`src/rtl/alu_core_pipe.sv`:
```
// Two-stage valid/ready ALU: S1 holds the accepted operands, S2 holds the computed
// result and CTL byte. A carry register chains ADDC/SUBB across consecutive ops.
module alu_core_pipe #(
  parameter int WIDTH = 32
) (
  input  logic             clk,
  input  logic             rst,
  input  logic             in_valid,
  output logic             in_ready,
  input  logic [WIDTH-1:0] in_a,
  input  logic [WIDTH-1:0] in_b,
  input  logic [2:0]       in_op,
  input  logic [6:0]       in_err,
  output logic             out_valid,
  input  logic             out_ready,
  output logic [WIDTH:0]   out_c,
  output logic [7:0]       out_ctl
);

  localparam logic [2:0] OP_AND  = 3'd0;
  localparam logic [2:0] OP_OR   = 3'd1;
  localparam logic [2:0] OP_XOR  = 3'd2;
  localparam logic [2:0] OP_BAD  = 3'd3;
  localparam logic [2:0] OP_ADD  = 3'd4;
  localparam logic [2:0] OP_SUB  = 3'd5;
  localparam logic [2:0] OP_ADDC = 3'd6;
  localparam logic [2:0] OP_SUBB = 3'd7;

  typedef struct packed {
    logic [WIDTH-1:0] a;
    logic [WIDTH-1:0] b;
    logic [2:0]       op;
    logic [6:0]       err;
  } req_t;

  req_t             s1_q, s1_d, req;
  logic             s1_vld_q, s1_vld_d;
  logic             s2_vld_q, s2_vld_d;
  logic [WIDTH:0]   s2_c_q, s2_c_d;
  logic [7:0]       s2_ctl_q, s2_ctl_d;
  logic             cy_q, cy_d;

  logic             s1_adv, accept, xfer, is_arith;
  logic [WIDTH:0]   a_x, b_x, cin, res_c;
  logic [7:0]       res_ctl;
  logic             ovf;

  assign req = '{a: in_a, b: in_b, op: in_op, err: in_err};

  // Handshake: S1 drains whenever S2 is empty or being consumed this cycle.
  always_comb begin
    s1_adv   = !s2_vld_q || out_ready;
    in_ready = !rst && (!s1_vld_q || s1_adv);
    accept   = in_valid && in_ready;
    xfer     = s1_vld_q && s1_adv;
  end

  // Result and flags, evaluated on the S1 contents for the S1->S2 transfer.
  always_comb begin
    a_x      = {1'b0, s1_q.a};
    b_x      = {1'b0, s1_q.b};
    cin      = {{WIDTH{1'b0}}, cy_q};
    is_arith = s1_q.op[2];
    res_c    = '0;
    res_ctl  = 8'h00;
    ovf      = 1'b0;
    if (s1_q.err != 7'd0) begin
      res_ctl = {s1_q.err, 1'b0};
    end else if (s1_q.op == OP_BAD) begin
      res_ctl = 8'h92;
    end else begin
      case (s1_q.op)
        OP_AND:  res_c = a_x & b_x;
        OP_OR:   res_c = a_x | b_x;
        OP_XOR:  res_c = a_x ^ b_x;
        OP_ADD:  res_c = a_x + b_x;
        OP_SUB:  res_c = a_x - b_x;
        OP_ADDC: res_c = a_x + b_x + cin;
        OP_SUBB: res_c = a_x - b_x - cin;
        default: res_c = '0;
      endcase
      // Signed overflow: ADD family needs equal signs, SUB family differing signs.
      if (is_arith)
        ovf = ((s1_q.a[WIDTH-1] ^ s1_q.b[WIDTH-1]) == s1_q.op[0]) &&
              (res_c[WIDTH-1] != s1_q.a[WIDTH-1]);
      res_ctl[6] = is_arith & res_c[WIDTH];
      res_ctl[5] = ovf;
      res_ctl[4] = (res_c[WIDTH-1:0] == '0);
      res_ctl[3] = res_c[WIDTH-1];
    end
  end

  always_comb begin
    s1_vld_d = s1_vld_q;
    s1_d     = s1_q;
    s2_vld_d = s2_vld_q;
    s2_c_d   = s2_c_q;
    s2_ctl_d = s2_ctl_q;
    cy_d     = cy_q;
    if (xfer) s1_vld_d = 1'b0;
    if (accept) begin
      s1_vld_d = 1'b1;
      s1_d     = req;
    end
    if (xfer) begin
      s2_vld_d = 1'b1;
      s2_c_d   = res_c;
      s2_ctl_d = res_ctl;
      if (is_arith && s1_q.err == 7'd0) cy_d = res_c[WIDTH];
    end else if (out_ready) begin
      s2_vld_d = 1'b0;
    end
  end

  always_ff @(posedge clk) begin
    if (rst) begin
      s1_vld_q <= 1'b0;
      s1_q     <= '0;
      s2_vld_q <= 1'b0;
      s2_c_q   <= '0;
      s2_ctl_q <= 8'h00;
      cy_q     <= 1'b0;
    end else begin
      s1_vld_q <= s1_vld_d;
      s1_q     <= s1_d;
      s2_vld_q <= s2_vld_d;
      s2_c_q   <= s2_c_d;
      s2_ctl_q <= s2_ctl_d;
      cy_q     <= cy_d;
    end
  end

  assign out_valid = s2_vld_q;
  assign out_c     = s2_c_q;
  assign out_ctl   = s2_ctl_q;

endmodule

```
`config.mk`:
```
export PLATFORM = sky130hd
export DESIGN_NAME = alu_core_pipe
export DESIGN_NICKNAME = d
export VERILOG_FILES = /design/src/rtl/alu_core_pipe.sv
export SDC_FILE = /design/constraint.sdc
export NUM_CORES = 1
export LEC_CHECK = 0
export BUFFER_PORTS_ARGS = -buffer_cell sky130_fd_sc_hd__buf_2
export CAP_MARGIN = 20
export CORE_MARGIN = 3
export CORE_UTILIZATION = 60
export DETAILED_ROUTE_END_ITERATION = 16
export GPL_ROUTABILITY_DRIVEN = 1
export PLACE_DENSITY = 0.82
export SETUP_SLACK_MARGIN = 0.02
export SYNTH_ARGS = -nofsm -noshare
export SYNTH_HDL_FRONTEND = slang
export SYNTH_SLANG_ARGS = --single-unit
```
`constraint.sdc`:
```
create_clock -name clk -period 8.65 [get_ports clk]
set_input_delay 0.865 -clock clk [delete_from_list [all_inputs] [get_ports clk]]
set_output_delay 0.865 -clock clk [all_outputs]
set_load 0.05 [all_outputs]
```
==> metrics.txt <==
status=completed; CP Capture Type=flip-flop; Main synth FF type=dfxtp_1; worst vdd ir=about 0.13 mV; PD cells=174 nW/um2; num rows=51; Buf/Inv on CP=1; WP data required=8.98 ns; synthesized flop and latch total=117; Post-Syn Area per Cell=~7.3 um2; Max Cap Violations=0; Die Area=21900 um2; EDFF count, synth=0; r2r setup slk=roughly 2.8 ns; fillers=1734; Vias/cell=~6.8; largest net degree at the start of global routing=between 70 and 80; register area=2340 um2; top cell type's share of synthesized area=slightly below 20%; Sum Neg Setup Slack=0 ns; Core ar.=19600 um2; Vias=13400; Top Ports=121; Port Buf Inserts=119; Max-slew headroom=between 20% and 30%; Min-Delay Endpoint=out_ctl[2]; setup bufs post-CTS=0; CTS tree=done; Routed WL=42600 um; initial core utilization=61.6%; Iteration-0 DRC Markers=1896; Slew @ Worst Pin=1.06 ns; reg-to-reg endpoint=out_ctl[4]; 1st-pass router iterations=8; final core occ=67.8%; Hold Path Stages=2; Max stage delay on crit path=0.78 ns; GP Congestion=1.03; first-pass GRT wire length=between 60000 and 70000 um; clk_skew=0.0154 ns; cts hold-fix bufs=0; gr usage total=between 30% and 40%; CTS resizes=0; post-synthesis cell type count=94; Worst Path Max Fanout=12; # diodes=0; multi-input combinational cell area=around 8900 um2; antenna viol nets, final=0; RSZ-0062 raised after global routing=false; DPL Wire Length=31100 um; Wirelength per Cell=21.6 um; layout cells sized above 1=11.8%; met1 usage=55.5%; vias in the first global route=12300; Crit Path Category=reg -> reg; max frequency=roughly 0.17 GHz; most area-hungry cell type in the Yosys netlist=dfxtp_1; Die Y=~150 um; chip width=148 um; CTS buffer count=17; Worst Hold Class=reg -> reg; CTS max path bufs=2; Clock transition at path regs=around 0.07 ns; total number of yosys warnings=0; worst-skew pair later-pin latency=approximately 0.44 ns; crit path cell chain=inv_1 -> ha_1 -> nand2_1 -> nor4_1 -> nor2_1 -> xnor2_1 -> or4_1 -> or3_1 -> nor4_4 -> nand3b_2 -> xor2_1 -> a221o_1 -> nor4_1 -> nand4_1 -> o41ai_2; cell area after layout=13300 um2; Net count, final=around 1900; clock sink total=117; ratio of final minimum period to clock period=67.6%; GRT met3 Usage=7.45%; busiest grt layer=met2; hold slack=~0.47 ns; met2 usage=a little under three fifths; Mapped Area=~12000 um2; register area share after synthesis=between 10% and 20%; fraction of registers with async set/reset=0%; # DRC=0; Root Buffer=clkbuf_16; most common cell after layout, fill and taps aside=nand2_1; Mapped Cells=1652; Final Hold Fails=0; r2r startpoint=a_x[6]; syn nets=1835; FF-to-FF path depth=15; final setup fails=0; final max-slew violation count=0; WP data arrival=6.18 ns; # H-tree levels=4; Top cell by count, worst path=nor4_1; CP max stage cell=nor4_1; fin crit period=5.85 ns; Area contributors post-synth=dfxtp_1, ha_1, nand2_1, a21oi_1, o31ai_1; crit path launch type=flip-flop; Placed Area=approximately 13000 um2; most frequent cells in the layout=nand2_1, nor2_1, a21oi_1; grt total ovfl=0; synthesis-to-finish area growth=10.1%; initial antenna violation count=1; hold wc startpoint=out_ctl[2]; largest delay contributor family on the critical path=simple AND/OR/NAND/NOR gates; leakage power=0.00527 uW
worst register-to-register path, cell delays in order (launching register included):
cell	delay [ns]
dfxtp_1	0.36
inv_1	0.07
ha_1	0.60
nand2_1	0.32
nor4_1	0.78
nor2_1	0.11
xnor2_1	0.29
or4_1	0.61
or3_1	0.59
nor4_4	0.68
nand3b_2	0.15
xor2_1	0.16
a221o_1	0.38
nor4_1	0.27
nand4_1	0.16
o41ai_2	0.21
power breakdown:
| part | switching [uW] | leakage, uW | internal (uW) |
|---|---|---|---|
| registers | 25.4 | 0.000961 | 569 |
| clock network | 323 | 0.000285 | 432 |
| logic | 641 | 0.00403 | 316 |
final cells by class:
| type | instances | share of cell area, % |
|---|---|---|
| multi-input combinational | 1326 | 67.1 |
| inverter | 103 | 2.91 |
| clock inverter | 15 | 1.26 |
| tap | 265 | 2.50 |
| clock buffer | 17 | 3.20 |
| timing repair buffer | 134 | 5.36 |
| sequential | 117 | 17.7 |
worst max-delay path by stage:
stage / from / to / slack, ns / cells after the start
6_report: a_x[6] / out_ctl[4] / 2.80 / 15
5_1_grt: a_x[6] / out_ctl[4] / 2.51 / 15
4_1_cts: a_x[6] / out_ctl[4] / 2.98 / 15
3_5_place_dp: a_x[6] / out_ctl[4] / 3.05 / 15
3_3_place_gp: a_x[4] / out_ctl[4] / 3.02 / 15
2_1_floorplan: a_x[0] / out_ctl[4] / 4.15 / 17
registers in the layout, indices dropped and copies added, names as in the netlist:
name,count
s1_vld_q,1
is_arith,1
b_x,32
out_valid,1
out_c,33
out_ctl,7
a_x,32
s1_q,9
cy_q,1
kinds of logic after synthesis:
logic type | after synthesis | share of synthesized area, %
fa+ha+maj | 105 | 11.0
buf+inv | 209 | 6.73
mux | 37 | 3.30
other cells | 1 | 0.0311
compound gates | 517 | 30.0
simple gates | 582 | 23.5
xor+xnor | 84 | 6.10
flops | 117 | 19.4
cell usage after synthesis (all sizes together) (21+ instances only):
cell type  instances
nand3             35
nor2b             21
xor2              29
xnor2             55
nand2            191
inv              100
a21oi            124
nand4             34
buf               23
dfxtp            117
clkbuf            83
mux2i             33
nor4              32
o21ai             77
a22oi             25
nor2             133
o31ai             79
ha               103
nor3              41
a211oi            27
layer usage:
metal | up-vias | share of wire, %
li1 | 6144 | -
met1 | 6222 | 43
met2 | 903 | 41
met3 | 135 | 12
met4 | 2 | 3.3
met5 | - | 0.028
per-stage QoR:
step / setup slack (ns) / instances / power, uW
CTS: 2.98 / 1976 / 2260
floorplan: 4.15 / 1652 / 1270
global route: 2.51 / 1977 / 2400
finish: 2.80 / 1977 / 2310
detailed placement: 3.05 / 1944 / 1510
global placement: 3.02 / 1943 / 1500
(Power assumes the default switching activity.)
